$ cat config.mk
export PLATFORM = sky130hd
export DESIGN_NAME = fft_stage_sequencer
export DESIGN_NICKNAME = d
export VERILOG_FILES = /design/src/rtl/fft_stage_sequencer.sv
export SDC_FILE = /design/constraint.sdc
export NUM_CORES = 1
export LEC_CHECK = 0
export CAP_MARGIN = 20
export CORE_ASPECT_RATIO = 2
export CORE_UTILIZATION = 30
export DETAILED_ROUTE_END_ITERATION = 10
export DONT_BUFFER_PORTS = 1
export GPL_TIMING_DRIVEN = 0
export SLEW_MARGIN = 15
export SYNTH_ARGS = -nofsm -noshare
export SYNTH_HDL_FRONTEND = slang
export SYNTH_SLANG_ARGS = --single-unit
$ cat constraint.sdc
create_clock -name clk -period 3.1 [get_ports clk]
set_input_delay 0.775 -clock clk [delete_from_list [all_inputs] [get_ports clk]]
set_output_delay 0.775 -clock clk [all_outputs]
set_load 0.1 [all_outputs]
$ cat src/rtl/fft_stage_sequencer.sv
// Radix-2 DIF FFT scheduler: walks LOG2N stages of N/2 butterflies over one dual-port RAM,
// issuing read/twiddle addresses and replaying them RD_LAT cycles later as butterfly/write strobes.
module fft_stage_sequencer #(
    parameter int LOG2N  = 8,
    parameter int RD_LAT = 2
) (
    input  logic                       clk,
    input  logic                       rst,
    input  logic                       start,
    output logic                       busy,
    output logic                       done,
    output logic [$clog2(LOG2N)-1:0]   stage,
    output logic                       rd_en,
    output logic [LOG2N-1:0]           rd_addr_a,
    output logic [LOG2N-1:0]           rd_addr_b,
    output logic [LOG2N-2:0]           tw_addr,
    output logic                       bf_en,
    output logic                       wr_en,
    output logic [LOG2N-1:0]           wr_addr_a,
    output logic [LOG2N-1:0]           wr_addr_b
);

    localparam int SW = $clog2(LOG2N);
    localparam int DW = $clog2(RD_LAT + 1);

    typedef enum logic [1:0] {S_IDLE, S_RUN, S_DRAIN, S_DONE} state_t;

    state_t             state, state_n;
    logic [SW-1:0]      stage_n;
    logic [LOG2N-2:0]   k, k_n;
    logic [DW-1:0]      drain, drain_n;

    logic [LOG2N-1:0]   kext, low_mask, span_bit, base_a, tw_full;

    logic               en_pipe [RD_LAT];
    logic [LOG2N-1:0]   wa_pipe [RD_LAT];
    logic [LOG2N-1:0]   wb_pipe [RD_LAT];

    always_ff @(posedge clk or posedge rst) begin
        if (rst) begin
            state <= S_IDLE;
            stage <= '0;
            k     <= '0;
            drain <= '0;
        end else begin
            state <= state_n;
            stage <= stage_n;
            k     <= k_n;
            drain <= drain_n;
        end
    end

    always_comb begin
        state_n = state;
        stage_n = stage;
        k_n     = k;
        drain_n = drain;
        case (state)
            S_IDLE: begin
                if (start) begin
                    state_n = S_RUN;
                    stage_n = '0;
                    k_n     = '0;
                end
            end
            S_RUN: begin
                if (k == '1) begin
                    state_n = S_DRAIN;
                    drain_n = DW'(RD_LAT);
                end else begin
                    k_n = k + 1'b1;
                end
            end
            S_DRAIN: begin
                // Hold off the next stage until the last write of this one has landed
                if (drain == DW'(1)) begin
                    if (stage == SW'(LOG2N - 1)) begin
                        state_n = S_DONE;
                    end else begin
                        state_n = S_RUN;
                        stage_n = stage + 1'b1;
                        k_n     = '0;
                    end
                end else begin
                    drain_n = drain - 1'b1;
                end
            end
            S_DONE: begin
                state_n = S_IDLE;
                stage_n = '0;
            end
            default: state_n = S_IDLE;
        endcase
    end

    // Insert a 0 (leg a) or 1 (leg b) at bit p = LOG2N-1-stage of k; low bits of k scale the twiddle
    always_comb begin
        kext     = {1'b0, k};
        low_mask = '0;
        span_bit = '0;
        for (int i = 0; i < LOG2N; i++) begin
            low_mask[i] = (i + int'(stage)) < (LOG2N - 1);
            span_bit[i] = (i + int'(stage)) == (LOG2N - 1);
        end
        base_a  = ((kext & ~low_mask) << 1) | (kext & low_mask);
        tw_full = (kext & low_mask) << stage;
    end

    assign busy      = (state != S_IDLE);
    assign done      = (state == S_DONE);
    assign rd_en     = (state == S_RUN);
    assign rd_addr_a = rd_en ? base_a : '0;
    assign rd_addr_b = rd_en ? (base_a | span_bit) : '0;
    assign tw_addr   = rd_en ? tw_full[LOG2N-2:0] : '0;

    always_ff @(posedge clk or posedge rst) begin
        if (rst) begin
            for (int i = 0; i < RD_LAT; i++) begin
                en_pipe[i] <= 1'b0;
                wa_pipe[i] <= '0;
                wb_pipe[i] <= '0;
            end
        end else begin
            en_pipe[0] <= rd_en;
            wa_pipe[0] <= rd_addr_a;
            wb_pipe[0] <= rd_addr_b;
            for (int i = 1; i < RD_LAT; i++) begin
                en_pipe[i] <= en_pipe[i-1];
                wa_pipe[i] <= wa_pipe[i-1];
                wb_pipe[i] <= wb_pipe[i-1];
            end
        end
    end

    assign bf_en     = en_pipe[RD_LAT-1];
    assign wr_en     = en_pipe[RD_LAT-1];
    assign wr_addr_a = wa_pipe[RD_LAT-1];
    assign wr_addr_b = wb_pipe[RD_LAT-1];

endmodule

# After elaboration in Yosys (flattened, before gate mapping)
# Cells that the tools add are included.
# W data, S select, Z words.
[totals]
regBits = 48
input_bits = 3
output_inout_bits = 47
[op_classes]
n_addsub = 10
order_cmp = 8
n_eq_ne = 20
shifts = 1
muxes = 19
n_bitwise = 5
n_reduce_logical = 9
[ops]
columns = ["cell", "n"]
rows = [
  ["$lt A32 B4 Y1 const B", 6],
  ["$mux W7", 5],
  ["$eq A4 B3 Y1 const B", 7],
  ["$pmux W7 S3", 1],
  ["$add A3 B3 Y4 const A", 4],
  ["$mux W8", 2],
  ["$or A8 B8 Y8", 2],
  ["$mux W2", 5],
  ["$ne A2 B2 Y1 const B", 5],
  ["$mux W3", 3],
  ["$pmux W3 S3", 1],
  ["$add A2 B3 Y4 const A", 2],
  ["$and A7 B8 Y8", 1],
  ["$pmux W2 S4", 1],
  ["$shl A8 B3 Y7", 1],
  ["$add A7 B1 Y7 const B", 1],
  ["$and A7 B7 Y7", 1],
  ["$eq A7 B7 Y1 const B", 1],
  ["$not A7 Y7", 1],
  ["$reduce_and A3 Y1", 2],
  ["$reduce_bool A3 Y1", 2],
  ["$reduce_and A5 Y1", 1],
  ["$add A1 B3 Y4 const A", 1],
  ["$eq A2 B1 Y1 const B", 2],
  ["other kinds (12)", 14],
]

# Depth between registers and ports, before layout
# Gate-level depths: netlist (run 1).
[depth]
depth_word = 7
ltp_mapped = 7
mapped_depth_nobuf = 7

# Worst setup path before layout (run 1)
# OpenSTA, ideal clock, no wires.
[synth_path]
path_kind = "reg2out"
from = "reg stage[2]"
to = "out rd_addr_b[5]"
arrival_time_ns = 4.776
slack_ns = -2.451
path_stages_with_launch = 8
n_path_buf = 1
path_cell_list = "dfrtp_1 > clkbuf_1 > inv_1 > ha_1 > and2_1 > or4b_1 > a21oi_1 > a41o_1"
[synth_via]
elab_chain_len = 7
[synth_rtl]
columns = ["element", "line_no", "rtl"]
rows = [
  ["start: declaration", "12", "output logic [$clog2(LOG2N)-1:0] stage,"],
  ["start signal: assignment", "47", "stage <= stage_n;"],
  ["$add A3 B3 Y4", "102", "low_mask[i] = (i + int'(stage)) < (LOG2N - 1);"],
  ["$lt A32 B4 Y1", "102", ""],
  ["$not A7 Y7", "105", "base_a = ((kext & ~low_mask) << 1) | (kext & low_mask);"],
  ["$and A7 B7 Y7", "105", ""],
  ["$or A8 B8 Y8", "105", ""],
  ["$or A8 B8 Y8 (*)", "113", "assign rd_addr_b = rd_en ? (base_a | span_bit) : '0;"],
  ["$mux W8 (*)", "113", ""],
  ["end: declaration", "15", "output logic [LOG2N-1:0] rd_addr_b,"],
]
# Mark *: on every way between the ends. The rest lies on a longest branch, timed or not.

# Worst setup path after layout (run 1)
# Same ends and word-level chain as after synthesis.

==> impl_results.md, run 1 <==
- Outcome: finished, violations left
- Failing checks: negative setup slack
- All-Layer GR Usage: 15.7%
- GR Util met2: 28.4%
- Seq/Total Area, Yosys: around half
- Async S/R FF share, synth: 100%
- Root buf cell: clkbuf_16
- Final worst slack: -0.930 ns
- Critical Path Source Type: register
- Antenna violations before repair: 0
- Worst Path Buf+Inv: 2
- Gpl congestion: 0.899
- Slowest stage delay, CP: roughly 0.67 ns
- Hold Slack: about 0.33 ns
- R2R setup slack: about 0.020 ns
- CTS H-tree lvls: 2
- IO buf count: 0
- Vias in the first global route: roughly 1900
- Worst r2r dst: wb_pipe[13]
- Req. time, crit path: between 2 and 2.5 ns
- Antenna fix cells: 0
- Worst slew pin tran: 1.02 ns
- Grt peak-use layer: met2
- Initial DRC Count: 110
- CP Launch Point: stage[2]
- CTS tree: done
- Min-delay worst type: primary input to asynchronous set/reset pin
- Final WL: ~6400 um
- GRT overflow: 0
- Die H: about 130 um
- CTS sink count: 48
- Final Max Slew Viols: 0
- Total CTS buffers: 5
- Post-DRT Antenna Nets: 0
- Area post-placement: 0.00291 mm^2
- Tcrit/Tclk final: 130%
- Gate Count Post-Synth: approximately 240
- Area grow syn2layout: 32.6%
- Die W: ~66 um
- Min Tclk post-route: approximately 4.0 ns
- Most frequent cells in the layout: dfrtp_1, buf_4, nand2_1
- Avg Inst Size Synth: between 10 and 15 um^2
- Number of flops mapped to enable cells by yosys: 0
- Largest net degree at the start of global routing: 34
- CP endpoint kind: output port
- Maxcap violations: 0
- Stages on worst setup path: 7
- Clk buf depth: 2
- Fmax: between 200 and 250 MHz
- Yosys reg bits: 48
- Final #Nets: about 280
- Drt first pass iters: 4
- Detailed-route via count: 1924
- P_leak: 1.30 nW
- Core ar.: 0.00794 mm^2
- VDD IR-drop max: about 270 uV
- WL per Instance: ~18 um
- Routed vias/inst: 5.37
- FP Rows: between 40 and 50
- Launch point of the worst reg-to-reg path: stage[2]
- Fin area: roughly 0.0033 mm^2
- Dpl hpwl: between 4000 and 5000 um
- Final setup vio count: 20
- Cell variety after synth: 53
- Most common cell after layout, fill and taps aside: dfrtp_1
- DP Worst Slack: -0.812 ns
- Synthesized Nets: 260
- Final Core Density: 41.4%
- Capture point of the worst path: rd_addr_b[5]
- YS warnings: 0
- Critical path class: register to output port
- # DRC: 0
- Slew HR: between 30% and 40%
- Clk pin slew, worst setup/hold paths: about 0.070 ns
- Layout cells sized above 1: about two fifths
- Initial core utilization: 31.2%
- RSZ-0062 raised after global routing: yes
- First-pass GRT wire length: about 9800 um
- Met1 Use GR: 14.2%
- Reg2reg path depth: 7
- Post-Syn Area: roughly 0.0025 mm^2
- Met3 Use GR: around 4.0%
- Pwr dens: about 380 mW/mm^2
- Crit-path leading delay family: compound AO/OA/AOI/OAI gates
- Highest-delay cell along the critical path: dfrtp_4
- Skew-Pair Late Insertion Delay: 0.29 ns
- WP data arrival: about 3.3 ns
- I/O pins: 50
- Fin. Hold Viols: 0
- Die ar.: 0.00864 mm^2
- Worst path cell trace: clkbuf_16, clkinvlp_4, ha_2, and2_1, or4b_4, a21oi_4, a41o_4
- Worst Clk Skew: around 0.0061 ns
- Crit-path max FO: 7
- Synth Flop Type: dfrtp_1
==> worst min path at each step <==
stage                      startpoint      endpoint  slack [ns]  depth (start not counted)
after floorplan            en_pipe[1]         bf_en        0.33                          0
after global placement    wb_pipe[10]  wr_addr_b[2]        0.33                          0
after detailed placement  wb_pipe[12]  wr_addr_b[4]        0.34                          0
after CTS                         rst          k[3]        0.35                          1
after global routing              rst    en_pipe[1]        0.35                          1
final                             rst          k[3]        0.33                          1
==> cells in the mapped netlist (all sizes together), types with 3 or more instances <==
library cell | count | area [um^2]
dfrtp | 48 | 1200
a21oi | 24 | 120
buf | 24 | 179
nand2 | 20 | 75.1
ha | 15 | 188
inv | 10 | 37.5
nand3 | 10 | 50.1
nor2 | 9 | 33.8
nand2b | 7 | 43.8
o22ai | 7 | 43.8
and2 | 5 | 36.3
a31oi | 4 | 25.0
clkbuf | 4 | 15.0
nor2b | 4 | 25.0
o31ai | 4 | 30.0
a21o | 3 | 22.5
and3 | 3 | 20.0
==> per-stage QoR <==
| step | TNS (ns) | total power, mW | instances |
|---|---|---|---|
| final | -9.89 | 1.26 | 358 |
| after global routing | -11.51 | 1.30 | 358 |
| after CTS | -10.25 | 1.28 | 352 |
| after detailed placement | -6.69 | 0.654 | 340 |
| after global placement | -6.62 | 0.651 | 338 |
| after floorplan | -1.82 | 0.648 | 242 |
==> cell type report <==
cell class                      count  area, um^2
Clock inverter                      3        46.3
Inverter                           10        45.0
Buffer                             28         229
Fill cell                         777        4660
Multi-Input combinational cell    156        1400
Timing Repair Buffer               12         110
Clock buffer                        5         125
Sequential cell                    48        1210
Tap cell                           96         120
==> sequential cells by signal, indices dropped and copies added, names as in the netlist <==
name	flops
bf_en	1
drain	2
en_pipe	1
k	7
stage	3
state	2
wa_pipe	8
wb_pipe	8
wr_addr_a	8
wr_addr_b	8
==> logic make-up (layout without fill, tap and decap cells) <==
family                   Yosys count  in the layout  synth area share, %
adder cells (fa/ha/maj)           15             15                 7.58
multiplexers                       1              1                0.404
flip-flops                        48             48                 48.5
AO/OA/AOI/OAI                     63             63                 16.8
AND/OR/NAND/NOR                   75             75                 16.7
XOR/XNOR                           2              2                0.708
buffers and inverters             38             58                 9.35
==> report_power, final <==
group | switching [mW] | total, mW | leakage (nW) | internal, mW
logic | 0.0119 | 0.0148 | 0.689 | 0.00285
clock network | 0.240 | 0.623 | 0.0804 | 0.383
registers | 0 | 0.626 | 0.526 | 0.626
total | 0.252 | 1.26 | 1.30 | 1.01
==> per-layer routing <==
metal  part of all wire, %  wire [um]
met3                   6.5        418
met2                    56       3610
met1                    32       2040
met4                   5.5        352
met5                     0          0
==> what timing repair did <==
action / CTS / global route
hold buffers: 0 / 0
resized for setup: 13 / 16
pin swaps: 10 / 9
endpoints found under the setup margin: 23 / 25
setup buffers: 4 / 6
(Power assumes the default switching activity.)
==> run 2, diff against run 1 <==
Settings changed: CORE_UTILIZATION 30 to 35, GPL_ROUTABILITY_DRIVEN from default to 0, RECOVER_POWER from default to 100.
==> impl_results.md, run 2 (same netlist as run 1, synthesis figures left out) <==
- Outcome: finished, violations left
- Failing checks: max-capacitance violations, max-slew violations, negative setup slack
- Initial core utilization: 36.0%
- Antenna violations before repair: 0
- # DRC: 0
- Core ar.: 0.00689 mm^2
- Clk buf depth: 2
- WP data arrival: between 3 and 4 ns
- Area grow syn2layout: 30.2%
- RSZ-0062 raised after global routing: yes
- Die ar.: between 0.007 and 0.008 mm^2
- Drt first pass iters: 4
- TNS Setup: -9.74 ns
- FP Rows: between 40 and 50
- Hold-fix buffers at CTS: 0
- Total net switching power: roughly 240 uW
- Worst Path Buf+Inv: 2
- Detailed-route via count: around 1900
- Hold Slack: between 0.3 and 0.4 ns
- WL per Instance: roughly 18 um
- Clock share of power: 50.5%
- Req. time, crit path: approximately 2.3 ns
- Worst Clk Skew: ~0.0050 ns
- Reg2reg path depth: 7
- Fin. Hold Viols: 0
- Skew-Pair Late Insertion Delay: 0.29 ns
- Layout cells sized above 1: between 30% and 40%
- Fmax: 247 MHz
- Crit-path max FO: 7
- Most frequent cells in the layout: dfrtp_1, clkbuf_1, nand2_1
- Final setup vio count: 21
- Initial DRC Count: 87
- Crit-path leading delay family: compound AO/OA/AOI/OAI gates
- CP endpoint kind: output port
- Comb power frac: less than 1%
- Critical path class: register to output port
- Final worst slack: -0.946 ns
- GRT overflow: 0
- Highest-delay cell along the critical path: dfrtp_4
- All-Layer GR Usage: between 10% and 20%
- Final #Nets: approximately 280
- Critical Path Source Type: register
- Maxcap violations: 1
- Sw frac: a little under a fifth
- Vias in the first global route: roughly 1900
- Min-delay worst type: register to register
- Multi-input logic area: approximately 0.0014 mm^2
- Min Tclk post-route: just over 4 ns
- Worst path cell trace: clkbuf_16, clkinvlp_4, ha_4, and2_4, or4b_4, a21oi_4, a41o_4
- Antenna fix cells: 0
- Final Max Slew Viols: 34
- Tcrit/Tclk final: 131%
- Die W: 61.5 um
- Die H: between 100 and 150 um
- Register area: between 0.001 and 0.0015 mm^2
- Worst slew pin tran: roughly 1.6 ns
- Total CTS buffers: 5
- IO buf count: 0
- R2R setup slack: 0 ns
- Routed vias/inst: roughly 5.3
- Worst Hold Depth: 0
- Fillers: roughly 660
- Post-DRT Antenna Nets: 0
- Slew HR: -6.85%
- Largest net degree at the start of global routing: 34
- P_leak: roughly 1.2 nW
- VDD IR-drop max: roughly 190 uV
- Clk pin slew, worst setup/hold paths: roughly 0.060 ns
- CTS sink count: 48
- CTS tree: done
- DP Worst Slack: -0.810 ns
- Pwr dens: approximately 400 mW/mm^2
- Most common cell after layout, fill and taps aside: dfrtp_1
- First-pass GRT wire length: 9580 um
- I/O pins: 50
- Reg power frac: 48.6%
- Final Core Density: between 40% and 50%
- Internal: approximately 1.1 mW
- Dpl hpwl: roughly 4600 um
- Final WL: ~6300 um
- CTS H-tree lvls: 2
- Slowest stage delay, CP: 0.67 ns
- Stages on worst setup path: 7
- Root buf cell: clkbuf_16
- Total Power: approximately 1.3 mW
-- run 2: path summary, 6_finish.rpt --
check | start | end
worst max register to register | stage[2] | wb_pipe[13]
min in group asynchronous | rst | wr_addr_b[0]
worst max-delay path | stage[2] | rd_addr_b[5]
worst min register to register | wb_pipe[12] | wr_addr_b[4]
max in group asynchronous | rst | wr_addr_a[2]
worst min-delay path | wb_pipe[12] | wr_addr_b[4]
-- run 2: routing by layer --
metal	global-route usage, %	up-vias	wire length (um)	share of wire [%]
li1	-	875	-	-
met1	17.5	943	2190	35
met2	30.8	56	3380	54
met3	4.37	18	359	5.7
met4	13.6	0	354	5.6
met5	0	-	0	0
-- run 2: metrics by stage --
step / cell area, um^2 / instances
after floorplan: 2750 / 242
after global placement: 2870 / 332
after detailed placement: 2900 / 334
after CTS: 3190 / 346
after global routing: 3220 / 354
final: 3220 / 354
-- run 2: layout make-up --
class,count,area share [%]
Inverter,10,1.40
Clock inverter,1,0.931
Clock buffer,7,4.73
Sequential cell,48,37.6
Multi-Input combinational cell,156,43.5
Tap cell,90,3.49
Timing Repair Buffer,13,2.95
Buffer,28,5.24
Timing Repair inverter,1,0.155
-- run 2: timing repair --
action                                  4_1_cts  5_1_grt
buffers inserted                              4        7
pin swaps                                    10        6
endpoints found under the setup margin       23       24
resized for setup                            16       12
cloned                                        0        1
-- run 2: power by group through the flow --
| stage | clock [mW] | combinational [mW] | sequential (mW) |
|---|---|---|---|
| final | 0.651 | 0.0120 | 0.626 |
| after global routing | 0.693 | 0.0150 | 0.626 |
| after CTS | 0.664 | 0.0159 | 0.626 |
| after detailed placement | 0 | 0.0158 | 0.638 |
| after global placement | 0 | 0.0123 | 0.638 |
| after floorplan | 0 | 0.00946 | 0.638 |
==> run 3, diff against run 2 <==
Settings changed: CAP_MARGIN 20 to default, CORE_UTILIZATION 35 to 60, PLACE_DENSITY from default to 0.76.
==> impl_results.md, run 3 (same netlist as run 1, synthesis figures left out) <==
- Final worst slack: -0.998 ns
- Post-DRT Antenna Nets: 0
- Total Power: approximately 1.1 mW
- Drt first pass iters: 4
- Antenna fix cells: 0
- Tcrit/Tclk final: 132%
- CP Launch Point: stage[2]
- Crit-path leading delay family: compound AO/OA/AOI/OAI gates
- Critical path class: register to output port
- Outcome: finished, violations left
- Clk buf depth: 2
- Initial core utilization: between 60% and 70%
- Register area: about 0.0012 mm^2
- Total CTS buffers: 5
- Fillers: 232
- Detailed-route via count: slightly above 2000
- FP Rows: 32
- Layout cells sized above 1: approximately 34%
- Min Tclk post-route: between 4 and 5 ns
- CTS H-tree lvls: 2
- Core ar.: approximately 0.0039 mm^2
- Final WL: 7010 um
- Final Max Slew Viols: 0
- Capture point of the worst path: rd_addr_b[5]
- Die H: about 93 um
- Worst r2r dst: wb_pipe[13]
- Worst slew pin tran: approximately 1.3 ns
- Most common cell after layout, fill and taps aside: dfrtp_1
- Critical Path Source Type: register
- R2R setup slack: -0.03 ns
- WL per Instance: ~22 um
- Hold Slack: between 0.3 and 0.4 ns
- Antenna violations before repair: 0
- CTS sink count: 48
- Worst Clk Skew: 0.00697 ns
- Hold-fix buffers at CTS: 0
- GRT overflow: 0
- CTS tree: done
- Worst Path Buf+Inv: 2
- IO buf count: 0
- Launch point of the worst reg-to-reg path: stage[2]
- Multi-input logic area: ~0.0014 mm^2
- First-pass GRT wire length: 10600 um
- Final setup vio count: 23
- # DRC: 0
- All-Layer GR Usage: 33.9%
- Worst path cell trace: clkbuf_16, clkinvlp_4, ha_4, and2_1, or4b_4, a21oi_4, a41o_4
- Initial DRC Count: between 70 and 80
- Failing checks: negative setup slack
- Fmax: ~240 MHz
- Crit-path max FO: 7
- CP endpoint kind: output port
- Skew-Pair Late Insertion Delay: slightly above 0.3 ns
- Area grow syn2layout: 28.0%
- VDD IR-drop max: about 390 uV
- Reg2reg path depth: 7
- Routed vias/inst: about 6.5
- Dpl hpwl: roughly 4600 um
- Highest-delay cell along the critical path: dfrtp_4
- Fin. Hold Viols: 0
- Min-delay worst type: register to register
- Root buf cell: clkbuf_8
- Pwr dens: approximately 350 mW/mm^2
- Req. time, crit path: around 2.3 ns
- Vias in the first global route: ~2100
- Largest net degree at the start of global routing: 27
- Stages on worst setup path: 7
- Clk pin slew, worst setup/hold paths: about 0.090 ns
- Most frequent cells in the layout: dfrtp_1, clkbuf_1, nand2_1
- WP data arrival: between 3 and 4 ns
- Die W: 47.4 um
- Final Core Density: between 80% and 90%
- RSZ-0062 raised after global routing: yes
- P_leak: 1.24 nW
- Slowest stage delay, CP: about 0.7 ns
- Die ar.: 0.00440 mm^2
- Maxcap violations: 0
- I/O pins: 50
- Final #Nets: ~280
- Slew HR: roughly 13%
==> run 3: stage by stage <==
step / cell area, um^2 / setup TNS [ns] / setup WS [ns] / instances
finish: 3170 / -14.01 / -0.998 / 317
floorplan: 2750 / -1.82 / -0.589 / 242
detailed placement: 2850 / -6.94 / -0.810 / 294
global placement: 2820 / -5.87 / -0.779 / 293
CTS: 3210 / -10.11 / -0.939 / 313
global route: 3170 / -15.52 / -1.04 / 317
==> run 3: worst min path at each step <==
stage | start | slack [ns] | endpoint | depth (start not counted)
after floorplan | en_pipe[1] | 0.33 | bf_en | 0
after global placement | wa_pipe[14] | 0.33 | wr_addr_a[6] | 0
after detailed placement | wa_pipe[15] | 0.33 | wr_addr_a[7] | 0
after CTS | wa_pipe[15] | 0.35 | wr_addr_a[7] | 0
after global routing | wa_pipe[10] | 0.36 | wr_addr_a[2] | 0
final | wa_pipe[15] | 0.35 | wr_addr_a[7] | 0
==> run 3: what timing repair did <==
action | in CTS | in global routing
setup endpoints to repair | 23 | 23
setup buffers | 11 | 4
pin swaps | 16 | 16
cloned | 0 | 0
resized for setup | 32 | 9
==> run 3: cell type report <==
cell class              count  share of cell area, %
multi-input cells         156                   45.1
clock inverters             2                   1.22
flip-flops and latches     48                   38.2
repair buffers             16                   4.03
well taps                  51                   2.01
inverters                  10                   1.54
plain buffers              28                   5.29
clock buffers               6                   2.60
==> run 3: layer usage <==
layer | global-route usage (%) | part of all wire (%) | vias to the layer above
met5 | 0 | 0 | -
met4 | 21.2 | 7.5 | 0
met3 | 8.58 | 6.3 | 54
met2 | 59.1 | 55 | 111
met1 | 32.1 | 32 | 1011
li1 | - | - | 893
==> run 3: where the power goes <==
part           internal [mW]  leakage, nW  switching (mW)
combinational       0.000518        0.651          0.0115
clock                  0.264       0.0614           0.208
sequential             0.625        0.526               0
total                  0.889         1.24           0.220
